<file path="src/rtl/riscv_mem_arbiter.sv">
// Arbitrates fetch and load/store ports onto one single-port memory, one transaction at a time.
// Define ARB_STARVE_GUARD_EN to let a pending fetch win after MAX_WAIT consecutive data grants.
module riscv_mem_arbiter #(
  parameter int XLEN     = 32,
  parameter int MAX_WAIT = 4
) (
  input  logic            clk,
  input  logic            rst,
  input  logic            iMemRead,
  input  logic [XLEN-1:0] iAddress,
  output logic [XLEN-1:0] iReadData,
  output logic            iReady,
  input  logic            MemRead,
  input  logic            MemWrite,
  input  logic [XLEN-1:0] dAddress,
  input  logic [XLEN-1:0] dWriteData,
  output logic [XLEN-1:0] dReadData,
  output logic            dReady,
  output logic            mem_req,
  output logic            mem_we,
  output logic [XLEN-1:0] mem_addr,
  output logic [XLEN-1:0] mem_wdata,
  input  logic            mem_gnt,
  input  logic            mem_rvalid,
  input  logic [XLEN-1:0] mem_rdata
);

  typedef enum logic [1:0] {
    IDLE  = 2'd0,
    ISSUE = 2'd1,
    RESP  = 2'd2,
    DONE  = 2'd3
  } state_e;

  state_e          state_q, state_d;
  logic            owner_q, owner_d;  // 1 = data port owns the transaction
  logic            mem_req_q, mem_req_d;
  logic            mem_we_q, mem_we_d;
  logic [XLEN-1:0] mem_addr_q, mem_addr_d;
  logic [XLEN-1:0] mem_wdata_q, mem_wdata_d;
  logic [XLEN-1:0] i_rdata_q, i_rdata_d;
  logic [XLEN-1:0] d_rdata_q, d_rdata_d;
  logic            i_ready_q, i_ready_d;
  logic            d_ready_q, d_ready_d;
  logic            d_req_s;
  logic            grant_fetch_s;

  assign d_req_s = MemRead | MemWrite;

`ifdef ARB_STARVE_GUARD_EN
  localparam int CW = $clog2(MAX_WAIT + 1);
  logic [CW-1:0] starve_cnt_q, starve_cnt_d;

  // Fetch wins when data is idle or data has already taken MAX_WAIT grants in a row.
  always_comb begin
    grant_fetch_s = iMemRead & (~d_req_s | (starve_cnt_q == CW'(MAX_WAIT)));
  end

  // Starvation counter only moves on arbitration cycles.
  always_comb begin
    starve_cnt_d = starve_cnt_q;
    if (state_q == IDLE) begin
      if (!iMemRead || grant_fetch_s) begin
        starve_cnt_d = '0;
      end else if (d_req_s && (starve_cnt_q != CW'(MAX_WAIT))) begin
        starve_cnt_d = starve_cnt_q + CW'(1);
      end else begin
        starve_cnt_d = starve_cnt_q;
      end
    end else begin
      starve_cnt_d = starve_cnt_q;
    end
  end

  // Starvation counter register.
  always_ff @(posedge clk or negedge rst) begin
    if (!rst) begin
      starve_cnt_q <= '0;
    end else begin
      starve_cnt_q <= starve_cnt_d;
    end
  end
`else
  // Strict data priority.
  always_comb begin
    grant_fetch_s = iMemRead & ~d_req_s;
  end
`endif

  // Next-state and registered-output logic for the arbitration FSM.
  always_comb begin
    state_d     = state_q;
    owner_d     = owner_q;
    mem_req_d   = mem_req_q;
    mem_we_d    = mem_we_q;
    mem_addr_d  = mem_addr_q;
    mem_wdata_d = mem_wdata_q;
    i_rdata_d   = i_rdata_q;
    d_rdata_d   = d_rdata_q;
    i_ready_d   = 1'b0;
    d_ready_d   = 1'b0;
    case (state_q)
      IDLE: begin
        if (grant_fetch_s) begin
          owner_d     = 1'b0;
          mem_addr_d  = iAddress;
          mem_we_d    = 1'b0;
          mem_wdata_d = '0;
          mem_req_d   = 1'b1;
          state_d     = ISSUE;
        end else if (d_req_s) begin
          // MemRead together with MemWrite is treated as a store.
          owner_d     = 1'b1;
          mem_addr_d  = dAddress;
          mem_we_d    = MemWrite;
          mem_wdata_d = dWriteData;
          mem_req_d   = 1'b1;
          state_d     = ISSUE;
        end else begin
          mem_req_d   = 1'b0;
          state_d     = IDLE;
        end
      end
      ISSUE: begin
        if (mem_gnt) begin
          mem_req_d = 1'b0;
          state_d   = RESP;
        end else begin
          mem_req_d = 1'b1;
          state_d   = ISSUE;
        end
      end
      RESP: begin
        if (mem_rvalid) begin
          state_d = DONE;
          if (owner_q) begin
            d_ready_d = 1'b1;
            if (!mem_we_q) begin
              d_rdata_d = mem_rdata;
            end else begin
              d_rdata_d = d_rdata_q;
            end
          end else begin
            i_ready_d = 1'b1;
            i_rdata_d = mem_rdata;
          end
        end else begin
          state_d = RESP;
        end
      end
      DONE: begin
        state_d = IDLE;
      end
      default: begin
        state_d   = IDLE;
        mem_req_d = 1'b0;
      end
    endcase
  end

  // FSM and output registers; reset abandons any in-flight transaction.
  always_ff @(posedge clk or negedge rst) begin
    if (!rst) begin
      state_q     <= IDLE;
      owner_q     <= 1'b0;
      mem_req_q   <= 1'b0;
      mem_we_q    <= 1'b0;
      mem_addr_q  <= '0;
      mem_wdata_q <= '0;
      i_rdata_q   <= '0;
      d_rdata_q   <= '0;
      i_ready_q   <= 1'b0;
      d_ready_q   <= 1'b0;
    end else begin
      state_q     <= state_d;
      owner_q     <= owner_d;
      mem_req_q   <= mem_req_d;
      mem_we_q    <= mem_we_d;
      mem_addr_q  <= mem_addr_d;
      mem_wdata_q <= mem_wdata_d;
      i_rdata_q   <= i_rdata_d;
      d_rdata_q   <= d_rdata_d;
      i_ready_q   <= i_ready_d;
      d_ready_q   <= d_ready_d;
    end
  end

  assign mem_req   = mem_req_q;
  assign mem_we    = mem_we_q;
  assign mem_addr  = mem_addr_q;
  assign mem_wdata = mem_wdata_q;
  assign iReadData = i_rdata_q;
  assign dReadData = d_rdata_q;
  assign iReady    = i_ready_q;
  assign dReady    = d_ready_q;

endmodule

</file>
<file path="config.mk">
export PLATFORM = sky130hd
export DESIGN_NAME = riscv_mem_arbiter
export DESIGN_NICKNAME = d
export VERILOG_FILES = /design/src/rtl/riscv_mem_arbiter.sv
export SDC_FILE = /design/constraint.sdc
export NUM_CORES = 1
export LEC_CHECK = 0
export CORE_AREA = 8 8 131 133
export DETAILED_ROUTE_END_ITERATION = 7
export DIE_AREA = 0 0 139 141
export GPL_ROUTABILITY_DRIVEN = 0
export HOLD_SLACK_MARGIN = 0.1
export PLACE_DENSITY_LB_ADDON = 0.3
export SYNTH_ARGS = -nofsm -noshare
export SYNTH_HDL_FRONTEND = slang
export SYNTH_SLANG_ARGS = --single-unit
</file>
<file path="constraint.sdc">
create_clock -name clk -period 1.43 [get_ports clk]
set_clock_uncertainty 0.05 [all_clocks]
set_input_delay 0.2145 -clock clk [delete_from_list [all_inputs] [get_ports clk]]
set_output_delay 0.2145 -clock clk [all_outputs]
set_load 0.05 [all_outputs]
</file>
==> impl_metrics.xml, run 1 <==
<?xml version="1.0" encoding="UTF-8"?>
<metrics>
  <group name="status">
    <metric name="run_status" unit="">finished, violations left</metric>
    <metric name="failed_checks" unit="">negative setup slack</metric>
  </group>
  <group name="sta">
    <metric name="setup_ws" unit="ns">-0.168</metric>
    <metric name="worst_slew_pin_slew" unit="ns">0.690</metric>
    <metric name="max_slew_margin" unit="%">54.0</metric>
    <metric name="setup_violations" unit="">109</metric>
    <metric name="layout_min_cycle_time" unit="ns">1.60</metric>
    <metric name="slew_violations" unit="">0</metric>
    <metric name="final_min_period_over_clock_period" unit="%">112</metric>
    <metric name="fmax" unit="MHz">626</metric>
    <metric name="rsz0062_at_grt" unit="">yes</metric>
    <metric name="hold_viol" unit="">0</metric>
    <metric name="whs" unit="ns">0.204</metric>
  </group>
  <group name="power">
    <metric name="pwr-share-clk" unit="%">13.9</metric>
    <metric name="power_switching" unit="mW">13.0</metric>
    <metric name="share_of_total_power_consumed_by_net_switching" unit="%">42.0</metric>
    <metric name="power_density_of_the_placed_cells" unit="nW/um^2">2880</metric>
    <metric name="power.share.combinational" unit="%">61.0</metric>
    <metric name="cellLeakagePower" unit="nW">4.66</metric>
    <metric name="seq_power_share" unit="%">25.1</metric>
    <metric name="p_int" unit="mW">18.0</metric>
    <metric name="ir_worst_vdd" unit="mV">1.44</metric>
  </group>
  <group name="logic_synthesis">
    <metric name="yosys.cell_count.top_type" unit="">sky130_fd_sc_hd__dfrtp_1</metric>
    <metric name="ys_top_cells_by_area" unit="">sky130_fd_sc_hd__dfrtp_1 (62%), sky130_fd_sc_hd__mux2_2 (12%), sky130_fd_sc_hd__a22o_1 (5.3%)</metric>
    <metric name="synth_mux_area_share" unit="%">13.2</metric>
    <metric name="postSynthNetCount" unit="">516</metric>
    <metric name="synth-adder-area-share" unit="%">0</metric>
    <metric name="combinational_family_with_the_most_area_after_synthesis" unit="">compound AO/OA/AOI/OAI gates</metric>
    <metric name="syn_avg_cell_area" unit="um^2">14.3</metric>
    <metric name="syn_inst" unit="">381</metric>
    <metric name="synth.top_cells.by_count" unit="">sky130_fd_sc_hd__dfrtp_1 (135), sky130_fd_sc_hd__mux2_2 (60), sky130_fd_sc_hd__a22o_1 (33)</metric>
    <metric name="synth-warning-count" unit="">0</metric>
    <metric name="synth_sequential_area_ratio" unit="%">61.9</metric>
    <metric name="synthDistinctLibCells" unit="">26</metric>
    <metric name="synth_simple_gate_area_share" unit="%">1.81</metric>
    <metric name="synth-edff-count" unit="">0</metric>
    <metric name="async_reset_ff_share" unit="%">100</metric>
    <metric name="ys_seq_elements" unit="">135</metric>
    <metric name="synth_ff_type" unit="">sky130_fd_sc_hd__dfrtp_1</metric>
    <metric name="synth.largest_area_cell" unit="">sky130_fd_sc_hd__dfrtp_1</metric>
    <metric name="synth_compound_area_share" unit="%">19.4</metric>
    <metric name="synth_xor_xnor_area_share" unit="%">0</metric>
    <metric name="synth_top_area_share" unit="%">61.9</metric>
    <metric name="post_synth_instance_area" unit="um^2">5460</metric>
  </group>
  <group name="drt">
    <metric name="dr.first_iter.drc_count" unit="">135</metric>
    <metric name="drtAntennaViolNets" unit="">0</metric>
    <metric name="routed-via-count" unit="">4555</metric>
    <metric name="detailed_route_wire_length_per_cell" unit="um">22.9</metric>
    <metric name="drt_drc_violations_left" unit="">0</metric>
    <metric name="vias_per_cell" unit="">5.22</metric>
    <metric name="detail_route.wirelength" unit="um">20000</metric>
    <metric name="drtPass1Iterations" unit="">4</metric>
  </group>
  <group name="global_routing">
    <metric name="global_route_wire_length_before_repair" unit="um">29200</metric>
    <metric name="grt_usage" unit="%">19.2</metric>
    <metric name="grt_antenna_before_repair" unit="">0</metric>
    <metric name="grt_pass1_vias" unit="">5149</metric>
    <metric name="grt_max_degree" unit="">47</metric>
    <metric name="grt.overflow.total" unit="">0</metric>
  </group>
  <group name="clock_network">
    <metric name="htree_num_levels" unit="">4</metric>
    <metric name="root_buffer" unit="">sky130_fd_sc_hd__clkbuf_16</metric>
    <metric name="cts_buffers" unit="">17</metric>
    <metric name="clock_sinks" unit="">135</metric>
    <metric name="clock_latency_at_the_later_pin_of_the_worst_skew_pair" unit="ns">0.41</metric>
    <metric name="tritoncts" unit="">built</metric>
    <metric name="clock_tree.buffer_depth" unit="">2</metric>
    <metric name="clk_pin_slew" unit="ns">0.06</metric>
  </group>
  <group name="layout">
    <metric name="finalInstanceArea" unit="um^2">10800</metric>
    <metric name="final.fill_count" unit="">951</metric>
    <metric name="finalCoreUtilization" unit="%">72.0</metric>
    <metric name="n_antenna_cell" unit="">0</metric>
    <metric name="area.growth.synth_to_final" unit="%">97.5</metric>
    <metric name="instances_no_fill" unit="">872</metric>
    <metric name="drive_gt1_share" unit="%">40.4</metric>
    <metric name="design.final.nets" unit="">806</metric>
  </group>
  <group name="worst_setup_path">
    <metric name="r2r_start" unit="">state_q[0]</metric>
    <metric name="end_kind" unit="">flip-flop</metric>
    <metric name="crit_fanout" unit="">8</metric>
    <metric name="critPathArrivalTime" unit="ns">1.84</metric>
    <metric name="cp-start-kind" unit="">flip-flop</metric>
    <metric name="crit_start" unit="">state_q[0]</metric>
    <metric name="worst_r2r_path_depth" unit="">5</metric>
    <metric name="cp.required" unit="ns">1.67</metric>
    <metric name="setup.worst_path.class" unit="">flip-flop to flip-flop</metric>
    <metric name="crit-reg2reg-capture" unit="">dReadData[0]</metric>
    <metric name="ff2ff_setup_slack" unit="ns">-0.17</metric>
  </group>
  <group name="floorplanning">
    <metric name="die_span_y" unit="um">141</metric>
    <metric name="floorplan.initialDensity" unit="%">36.5</metric>
    <metric name="die_width" unit="um">139</metric>
    <metric name="area_of_the_die" unit="um^2">19600</metric>
    <metric name="floorplan.rows" unit="">45</metric>
    <metric name="design.portCount" unit="">267</metric>
    <metric name="floorplan.core_area" unit="um^2">15000</metric>
  </group>
  <group name="placement">
    <metric name="dp.final_hpwl" unit="um">14100</metric>
    <metric name="cell_count_post_placement" unit="">822</metric>
    <metric name="numPortBuffers" unit="">266</metric>
    <metric name="placed_cell_area" unit="um^2">9730</metric>
  </group>
  <group name="worst_hold_path">
    <metric name="hold_class" unit="">primary input to asynchronous set/reset pin</metric>
  </group>
  <group name="run">
    <metric name="maxCapViolations" unit="">0</metric>
  </group>
</metrics>
cell families (layout without fill, tap and decap cells):
kind of cell | count (synthesis) | in the layout
buffers and inverters | 36 | 338
multiplexers | 64 | 64
AO/OA/AOI/OAI | 134 | 135
AND/OR/NAND/NOR | 12 | 12
flip-flops | 135 | 135
area by class of cell:
| type | count | area [um^2] | area share (%) |
|---|---|---|---|
| Clock buffer | 21 | 470 | 4.36 |
| Clock inverter | 11 | 123 | 1.14 |
| Inverter | 1 | 3.75 | 0.0348 |
| Tap cell | 188 | 235 | 2.18 |
| Multi-Input combinational cell | 211 | 2040 | 18.9 |
| Timing Repair Buffer | 305 | 4530 | 42.0 |
| Sequential cell | 135 | 3380 | 31.4 |
state kept, by name, summed over array words and instances, names as in the netlist, named ones only:
name,cells
mem_req,1
dReady,1
dReadData,32
iReady,1
mem_addr,32
mem_we,1
iReadData,32
owner_q,1
state_q,1
mem_wdata,32
per-layer routing:
| metal | share of wire, % | track usage, % | up-vias |
|---|---|---|---|
| met1 | 39 | 20.6 | 2277 |
| met3 | 10 | 10.1 | 25 |
| met4 | 1.5 | 7.28 | 0 |
| met5 | 0 | 0 | - |
| met2 | 50 | 31.7 | 219 |
| li1 | - | - | 2034 |
through the flow:
stage / power, mW / setup WS (ns) / TNS (ns)
2_1_floorplan: 15.5 / -0.113 / -5.10
3_3_place_gp: 25.2 / -0.418 / -39.64
3_5_place_dp: 25.6 / -0.458 / -44.20
4_1_cts: 30.5 / -0.158 / -8.88
5_1_grt: 32.1 / -0.203 / -17.17
6_report: 31.0 / -0.168 / -12.72
power by group through the flow:
stage / combinational [mW] / sequential (mW) / clock, mW
floorplan: 2.71 / 12.8 / 0
global placement: 17.6 / 7.66 / 0
detailed placement: 17.8 / 7.78 / 0
CTS: 18.3 / 7.77 / 4.41
global route: 19.5 / 7.98 / 4.58
finish: 18.9 / 7.79 / 4.33
critical path, stage by stage (launching register included):
cell	delay, ns
sky130_fd_sc_hd__dfrtp_1	0.39
sky130_fd_sc_hd__nand3b_4	0.18
sky130_fd_sc_hd__nor3b_4	0.24
sky130_fd_sc_hd__buf_6	0.15
sky130_fd_sc_hd__clkbuf_16	0.17
sky130_fd_sc_hd__mux2_4	0.31
cells in the final DEF (no fill, tap or decap):
cell type	count
sky130_fd_sc_hd__mux2_4	33
sky130_fd_sc_hd__inv_1	1
sky130_fd_sc_hd__dlygate4sd2_1	2
sky130_fd_sc_hd__o21a_1	32
sky130_fd_sc_hd__a21o_1	1
sky130_fd_sc_hd__nor2_4	3
sky130_fd_sc_hd__nand2b_1	1
sky130_fd_sc_hd__and3_1	1
sky130_fd_sc_hd__or2_1	1
sky130_fd_sc_hd__clkbuf_1	1
sky130_fd_sc_hd__o211ai_1	2
sky130_fd_sc_hd__dlygate4sd3_1	1
sky130_fd_sc_hd__clkinvlp_4	4
sky130_fd_sc_hd__clkbuf_8	3
sky130_fd_sc_hd__buf_16	3
sky130_fd_sc_hd__buf_4	15
sky130_fd_sc_hd__bufinv_16	2
sky130_fd_sc_hd__buf_12	140
sky130_fd_sc_hd__o2bb2ai_1	32
sky130_fd_sc_hd__a31oi_1	32
sky130_fd_sc_hd__a22o_1	33
sky130_fd_sc_hd__clkdlybuf4s50_1	131
sky130_fd_sc_hd__clkinv_2	3
sky130_fd_sc_hd__dfrtp_1	133
sky130_fd_sc_hd__clkinv_4	1
sky130_fd_sc_hd__mux2_2	31
sky130_fd_sc_hd__o31ai_4	2
sky130_fd_sc_hd__buf_2	1
sky130_fd_sc_hd__nand3b_4	1
sky130_fd_sc_hd__inv_6	1
sky130_fd_sc_hd__clkbuf_16	21
sky130_fd_sc_hd__nor2b_1	1
sky130_fd_sc_hd__nor3b_4	1
sky130_fd_sc_hd__o21bai_1	1
sky130_fd_sc_hd__buf_6	8
sky130_fd_sc_hd__nor2_2	1
sky130_fd_sc_hd__nand2_1	2
sky130_fd_sc_hd__dfrtp_2	2
timing repair:
item | 4_1_cts | 5_1_grt
endpoints found under the hold margin | 135 | 0
gates cloned | 4 | 7
resized for setup | 5 | 45
pin swaps | 0 | 2
setup buffers | 1 | 5
hold buffers | 1 | 0
endpoints found under the setup margin | 96 | 130
worst max-delay path by stage:
stage                                to  slack [ns]
final                      dReadData[0]       -0.17
after detailed placement   dReadData[1]       -0.46
after CTS                  dReadData[1]       -0.16
after global placement    dReadData[15]       -0.42
after floorplan           dReadData[10]       -0.11
after global routing      dReadData[20]       -0.20
(Power assumes the default switching activity.)
==> inputs of run 2 (changes only) <==
Settings changed: ABC_CLOCK_PERIOD_IN_PS set to 1430, SKIP_CTS_REPAIR_TIMING set to 1.
==> run 2 against run 1 <==
  * The run still ends with negative setup slack left
  * Core utilization is 0.36 points higher
  * Worst setup slack got worse by 0.0064 ns
  * Power rose by 0.55%
  * Combinational power hardly changed
  * Sequential power barely moved
  * Sequential cell count is the same
==> impl_metrics.xml, run 2 (synthesis results as in run 1) <==
<?xml version="1.0" encoding="UTF-8"?>
<metrics>
  <group name="floorplanning">
    <metric name="floorplan.rows" unit="">45</metric>
    <metric name="design.portCount" unit="">267</metric>
    <metric name="floorplan.core_area" unit="um^2">15000</metric>
    <metric name="floorplan.initialDensity" unit="%">36.5</metric>
    <metric name="die_span_y" unit="um">141</metric>
    <metric name="area_of_the_die" unit="um^2">19600</metric>
    <metric name="die_width" unit="um">139</metric>
  </group>
  <group name="global_routing">
    <metric name="grt.busiest_layer" unit="">met2</metric>
    <metric name="global_route_wire_length_before_repair" unit="um">28700</metric>
    <metric name="grt_pass1_vias" unit="">5079</metric>
    <metric name="grt_antenna_before_repair" unit="">0</metric>
    <metric name="grtUsageMet3" unit="%">9.93</metric>
    <metric name="grt_usage" unit="%">18.8</metric>
    <metric name="grt.overflow.total" unit="">0</metric>
    <metric name="grt_max_degree" unit="">50</metric>
    <metric name="global_route.usage.met1" unit="%">20.3</metric>
    <metric name="grt_use_met2" unit="%">31.0</metric>
  </group>
  <group name="layout">
    <metric name="drive_gt1_share" unit="%">40.8</metric>
    <metric name="design.final.nets" unit="">810</metric>
    <metric name="area.growth.synth_to_final" unit="%">98.5</metric>
    <metric name="finalCoreUtilization" unit="%">72.4</metric>
    <metric name="layout_commonest_cell" unit="">sky130_fd_sc_hd__buf_12</metric>
    <metric name="layout.cells.most_common_list" unit="">sky130_fd_sc_hd__buf_12 (140), sky130_fd_sc_hd__dfrtp_1 (133), sky130_fd_sc_hd__clkdlybuf4s50_1 (131)</metric>
    <metric name="area.sequential" unit="um^2">3380</metric>
    <metric name="n_antenna_cell" unit="">0</metric>
    <metric name="area_of_the_multi_input_gates" unit="um^2">2040</metric>
    <metric name="final.fill_count" unit="">940</metric>
  </group>
  <group name="run">
    <metric name="maxCapViolations" unit="">0</metric>
  </group>
  <group name="clock_network">
    <metric name="clock_latency_at_the_later_pin_of_the_worst_skew_pair" unit="ns">0.41</metric>
    <metric name="clk_pin_slew" unit="ns">0.06</metric>
    <metric name="cts_buffers" unit="">17</metric>
    <metric name="htree_num_levels" unit="">4</metric>
    <metric name="tritoncts" unit="">built</metric>
    <metric name="clock_tree.buffer_depth" unit="">2</metric>
    <metric name="clock_sinks" unit="">135</metric>
    <metric name="root_buffer" unit="">sky130_fd_sc_hd__clkbuf_16</metric>
  </group>
  <group name="worst_setup_path">
    <metric name="critPathArrivalTime" unit="ns">1.85</metric>
    <metric name="crit_fanout" unit="">6</metric>
    <metric name="end_kind" unit="">flip-flop</metric>
    <metric name="worst_path_largest_cell_delay" unit="ns">0.39</metric>
    <metric name="critical_path_cell_with_the_highest_stage_delay" unit="">sky130_fd_sc_hd__dfrtp_1</metric>
    <metric name="critical_path.top_delay_family" unit="">buffers and inverters</metric>
    <metric name="cp-start-kind" unit="">flip-flop</metric>
    <metric name="critical_path_buf_inv_count" unit="">4</metric>
    <metric name="cell_by_cell_listing_of_the_critical_path" unit="">buf_4 &gt; nor2_4 &gt; buf_6 &gt; o31ai_4 &gt; buf_4 &gt; buf_6 &gt; a22o_1</metric>
    <metric name="cp.required" unit="ns">1.68</metric>
    <metric name="setup.worst_path.class" unit="">flip-flop to flip-flop</metric>
  </group>
  <group name="sta">
    <metric name="final_min_period_over_clock_period" unit="%">112</metric>
    <metric name="setup_ws" unit="ns">-0.174</metric>
    <metric name="worst_slew_pin_slew" unit="ns">0.550</metric>
    <metric name="slew_violations" unit="">0</metric>
    <metric name="setup_violations" unit="">113</metric>
    <metric name="hold_viol" unit="">0</metric>
    <metric name="max_slew_margin" unit="%">63.3</metric>
    <metric name="fmax" unit="MHz">623</metric>
    <metric name="rsz0062_at_grt" unit="">yes</metric>
    <metric name="layout_min_cycle_time" unit="ns">1.60</metric>
  </group>
  <group name="status">
    <metric name="failed_checks" unit="">negative setup slack</metric>
    <metric name="run_status" unit="">finished, violations left</metric>
  </group>
  <group name="drt">
    <metric name="vias_per_cell" unit="">5.27</metric>
    <metric name="routed-via-count" unit="">4618</metric>
    <metric name="dr.first_iter.drc_count" unit="">135</metric>
    <metric name="detail_route.wirelength" unit="um">20500</metric>
    <metric name="drt_drc_violations_left" unit="">0</metric>
    <metric name="drtPass1Iterations" unit="">4</metric>
    <metric name="detailed_route_wire_length_per_cell" unit="um">23.4</metric>
    <metric name="drtAntennaViolNets" unit="">0</metric>
  </group>
  <group name="power">
    <metric name="ir_worst_vdd" unit="mV">1.43</metric>
    <metric name="total_power" unit="mW">31.2</metric>
    <metric name="power_density_of_the_placed_cells" unit="nW/um^2">2880</metric>
    <metric name="cellLeakagePower" unit="nW">4.70</metric>
  </group>
  <group name="worst_hold_path">
    <metric name="hold_class" unit="">primary input to asynchronous set/reset pin</metric>
  </group>
  <group name="placement">
    <metric name="dp.final_hpwl" unit="um">14100</metric>
    <metric name="numPortBuffers" unit="">266</metric>
  </group>
</metrics>
run 2: cell types whose count changed in the layout (fill, tap and decap cells not counted), sizes merged:
cell / change
dlymetal6s2s: +2
clkbuf: +4
dlygate4sd2: -2
run 2: where the power goes:
part,internal (mW),leakage [nW],switching [mW]
Combinational,9.69,2.75,9.37
Sequential,5.66,1.67,2.14
Clock,2.70,0.281,1.64
run 2: layout make-up:
cell class              instances  share of cell area [%]
multi-input cells             211                    18.8
inverters                       1                  0.0346
repair buffers                309                    42.3
clock inverters                11                    1.13
flip-flops and latches        135                    31.2
well taps                     188                    2.17
clock buffers                  21                    4.34
run 2: path summary, 6_finish.rpt:
kind / endpoint / depth (start not counted) / slack (ns) / from
max: mem_wdata[10] / 7 / -0.17 / state_q[0]
min in group clk: mem_wdata[11] / 2 / 0.35 / dWriteData[11]
max reg2reg: mem_wdata[10] / 7 / -0.17 / state_q[0]
max in group asynchronous: mem_wdata[28] / 3 / 0.57 / rst
min: iReadData[6] / 2 / 0.21 / rst
min reg2reg: mem_addr[3] / 1 / 0.50 / mem_addr[3]
run 2: stage by stage:
stage / setup TNS, ns / hold WS (ns) / worst slack [ns] / std cells / area (um^2)
CTS: -6.50 / -0.386 / -0.158 / 854 / 10300
global placement: -39.64 / 0.0611 / -0.418 / 822 / 9730
floorplan: -5.10 / -0.131 / -0.113 / 381 / 5460
global route: -16.52 / 0.228 / -0.213 / 876 / 10800
finish: -12.36 / 0.210 / -0.174 / 876 / 10800
detailed placement: -44.20 / 0.0657 / -0.458 / 822 / 9730
run 2: layer usage:
metal | routed length [um] | share of wire (%)
met1 | 7900 | 38
met2 | 10300 | 50
met3 | 2060 | 10
met4 | 308 | 1.5
met5 | 0 | 0
==> inputs of run 3 (changes only) <==
Settings changed: CORE_AREA 8 8 131 133 to 2 2 125 127, DIE_AREA 0 0 139 141 to 0 0 127 129, REMOVE_ABC_BUFFERS set to 1, SLEW_MARGIN set to 20.
==> run 3 against run 2 <==
  * The flow still finishes with violations (negative setup slack)
  * Die area shrank 16%
  * Design area grew 0.60%
  * Via count shrank 2.0%
  * First-iteration DRC count grew 41%
  * Combinational power is essentially flat
  * Register-to-register slack lost 0.04 ns
==> impl_metrics.xml, run 3 (synthesis results as in run 1) <==
<?xml version="1.0" encoding="UTF-8"?>
<metrics>
  <group name="placement">
    <metric name="dp.final_hpwl" unit="um">12000</metric>
    <metric name="numPortBuffers" unit="">266</metric>
    <metric name="cell_count_post_placement" unit="">825</metric>
  </group>
  <group name="sta">
    <metric name="slew_violations" unit="">0</metric>
    <metric name="fmax" unit="MHz">609</metric>
    <metric name="worst_slew_pin_slew" unit="ns">0.501</metric>
    <metric name="max_slew_margin" unit="%">66.6</metric>
    <metric name="setup_ws" unit="ns">-0.212</metric>
    <metric name="final_min_period_over_clock_period" unit="%">115</metric>
    <metric name="hold_viol" unit="">0</metric>
    <metric name="rsz0062_at_grt" unit="">yes</metric>
    <metric name="layout_min_cycle_time" unit="ns">1.64</metric>
    <metric name="setup_tns" unit="ns">-8.69</metric>
    <metric name="setup_violations" unit="">110</metric>
  </group>
  <group name="floorplanning">
    <metric name="die_span_y" unit="um">129</metric>
    <metric name="area_of_the_die" unit="um^2">16400</metric>
    <metric name="floorplan.initialDensity" unit="%">36.5</metric>
    <metric name="die_width" unit="um">127</metric>
    <metric name="design.portCount" unit="">267</metric>
    <metric name="floorplan.core_area" unit="um^2">15000</metric>
    <metric name="floorplan.rows" unit="">45</metric>
  </group>
  <group name="drt">
    <metric name="dr.first_iter.drc_count" unit="">191</metric>
    <metric name="wl_met1" unit="um">7450</metric>
    <metric name="top_layer" unit="">met4</metric>
    <metric name="vias_per_cell" unit="">5.16</metric>
    <metric name="routed-via-count" unit="">4525</metric>
    <metric name="detailed_route_wire_length_per_cell" unit="um">21.2</metric>
    <metric name="met3_wirelength" unit="um">1090</metric>
    <metric name="drtAntennaViolNets" unit="">0</metric>
    <metric name="drtPass1Iterations" unit="">4</metric>
    <metric name="drt_drc_violations_left" unit="">0</metric>
    <metric name="met2_length" unit="um">9680</metric>
    <metric name="detail_route.wirelength" unit="um">18600</metric>
  </group>
  <group name="power">
    <metric name="share_of_total_power_consumed_by_net_switching" unit="%">42.0</metric>
    <metric name="p_int" unit="mW">17.9</metric>
    <metric name="seq_power_share" unit="%">25.1</metric>
    <metric name="total_power" unit="mW">30.8</metric>
    <metric name="cellLeakagePower" unit="nW">4.75</metric>
    <metric name="pwr-share-clk" unit="%">13.8</metric>
    <metric name="power.share.combinational" unit="%">61.1</metric>
    <metric name="power_switching" unit="mW">12.9</metric>
    <metric name="ir_worst_vdd" unit="mV">1.86</metric>
    <metric name="power_density_of_the_placed_cells" unit="nW/um^2">2820</metric>
  </group>
  <group name="worst_setup_path">
    <metric name="ff2ff_setup_slack" unit="ns">-0.21</metric>
    <metric name="crit_fanout" unit="">8</metric>
    <metric name="cp-start-kind" unit="">flip-flop</metric>
    <metric name="cp.required" unit="ns">1.67</metric>
    <metric name="worst_r2r_path_depth" unit="">5</metric>
    <metric name="end_kind" unit="">flip-flop</metric>
    <metric name="critPathArrivalTime" unit="ns">1.88</metric>
    <metric name="setup.worst_path.class" unit="">flip-flop to flip-flop</metric>
  </group>
  <group name="clock_network">
    <metric name="clock_sinks" unit="">135</metric>
    <metric name="cts_buffers" unit="">17</metric>
    <metric name="clk_pin_slew" unit="ns">0.06</metric>
    <metric name="tritoncts" unit="">built</metric>
    <metric name="clock_tree.buffer_depth" unit="">2</metric>
    <metric name="clock_latency_at_the_later_pin_of_the_worst_skew_pair" unit="ns">0.41</metric>
    <metric name="root_buffer" unit="">sky130_fd_sc_hd__clkbuf_16</metric>
    <metric name="htree_num_levels" unit="">4</metric>
  </group>
  <group name="layout">
    <metric name="drive_gt1_share" unit="%">40.2</metric>
    <metric name="layout_commonest_cell" unit="">sky130_fd_sc_hd__buf_12</metric>
    <metric name="instances_no_fill" unit="">877</metric>
    <metric name="finalCoreUtilization" unit="%">72.8</metric>
    <metric name="area.growth.synth_to_final" unit="%">99.7</metric>
    <metric name="n_antenna_cell" unit="">0</metric>
    <metric name="layout.cells.most_common_list" unit="">sky130_fd_sc_hd__buf_12 (144), sky130_fd_sc_hd__dfrtp_1 (134), sky130_fd_sc_hd__clkdlybuf4s50_1 (131)</metric>
    <metric name="design.final.nets" unit="">813</metric>
  </group>
  <group name="status">
    <metric name="failed_checks" unit="">negative setup slack</metric>
    <metric name="run_status" unit="">finished, violations left</metric>
  </group>
  <group name="global_routing">
    <metric name="grt.overflow.total" unit="">0</metric>
    <metric name="grt_pass1_vias" unit="">4709</metric>
    <metric name="grt_usage" unit="%">20.4</metric>
    <metric name="grt_max_degree" unit="">52</metric>
    <metric name="global_route_wire_length_before_repair" unit="um">25900</metric>
    <metric name="grt_antenna_before_repair" unit="">0</metric>
  </group>
  <group name="worst_hold_path">
    <metric name="hold_class" unit="">primary input to asynchronous set/reset pin</metric>
  </group>
  <group name="run">
    <metric name="maxCapViolations" unit="">0</metric>
  </group>
</metrics>
run 3: cell count changes in the layout (fill, tap and decap cells not counted), moves of 3 or more:
cell / change
sky130_fd_sc_hd__mux2_2: -22
sky130_fd_sc_hd__mux2_4: +18
sky130_fd_sc_hd__buf_12: +4
sky130_fd_sc_hd__buf_4: +4
sky130_fd_sc_hd__mux2_1: +4
sky130_fd_sc_hd__buf_6: -3
sky130_fd_sc_hd__clkbuf_16: -3
run 3: layout make-up:
cell class                 count  area, um^2
clock buffer                  19         443
clock inverter                11         128
fill                         960        4080
inverter                       1        3.75
multi-input combinational    211        2100
sequential                   135        3380
tap                          188         235
timing repair buffer         312        4610
run 3: power groups by stage:
stage          clock [mW]  combinational (mW)  sequential, mW
6_report             4.24                18.8            7.73
4_1_cts              4.33                17.7            7.67
3_5_place_dp            0                17.7            7.69
2_1_floorplan           0                2.48            12.8
5_1_grt              4.52                19.4            7.96
3_3_place_gp            0                17.4            7.61
run 3: stage by stage:
step | instance area, um^2 | hold WS, ns | setup slack [ns]
finish | 10900 | 0.242 | -0.212
floorplan | 5260 | -0.131 | -0.736
global placement | 9760 | 0.120 | -0.437
detailed placement | 9760 | 0.126 | -0.487
CTS | 10300 | -0.317 | -0.379
global route | 10900 | 0.268 | -0.251
run 3: critical path, cell delays in order (launching register included):
cell                        delay (ns)
sky130_fd_sc_hd__dfrtp_1          0.40
sky130_fd_sc_hd__nand3b_4         0.20
sky130_fd_sc_hd__nor3b_4          0.21
sky130_fd_sc_hd__buf_6            0.16
sky130_fd_sc_hd__clkbuf_16        0.17
sky130_fd_sc_hd__mux2_2           0.34
run 3: worst paths after layout:
kind | from | endpoint
max in group asynchronous | rst | iReadData[21]
min | rst | dReadData[6]
max | state_q[0] | dReadData[21]
max reg2reg | state_q[0] | dReadData[21]
min in group clk | dWriteData[3] | mem_wdata[3]
min reg2reg | mem_addr[0] | mem_addr[0]
run 3: per-layer routing:
metal | global-route usage, % | up-vias
li1 | - | 2047
met1 | 24.2 | 2273
met2 | 35.8 | 181
met3 | 5.53 | 24
met4 | 7.43 | 0
met5 | 0 | -
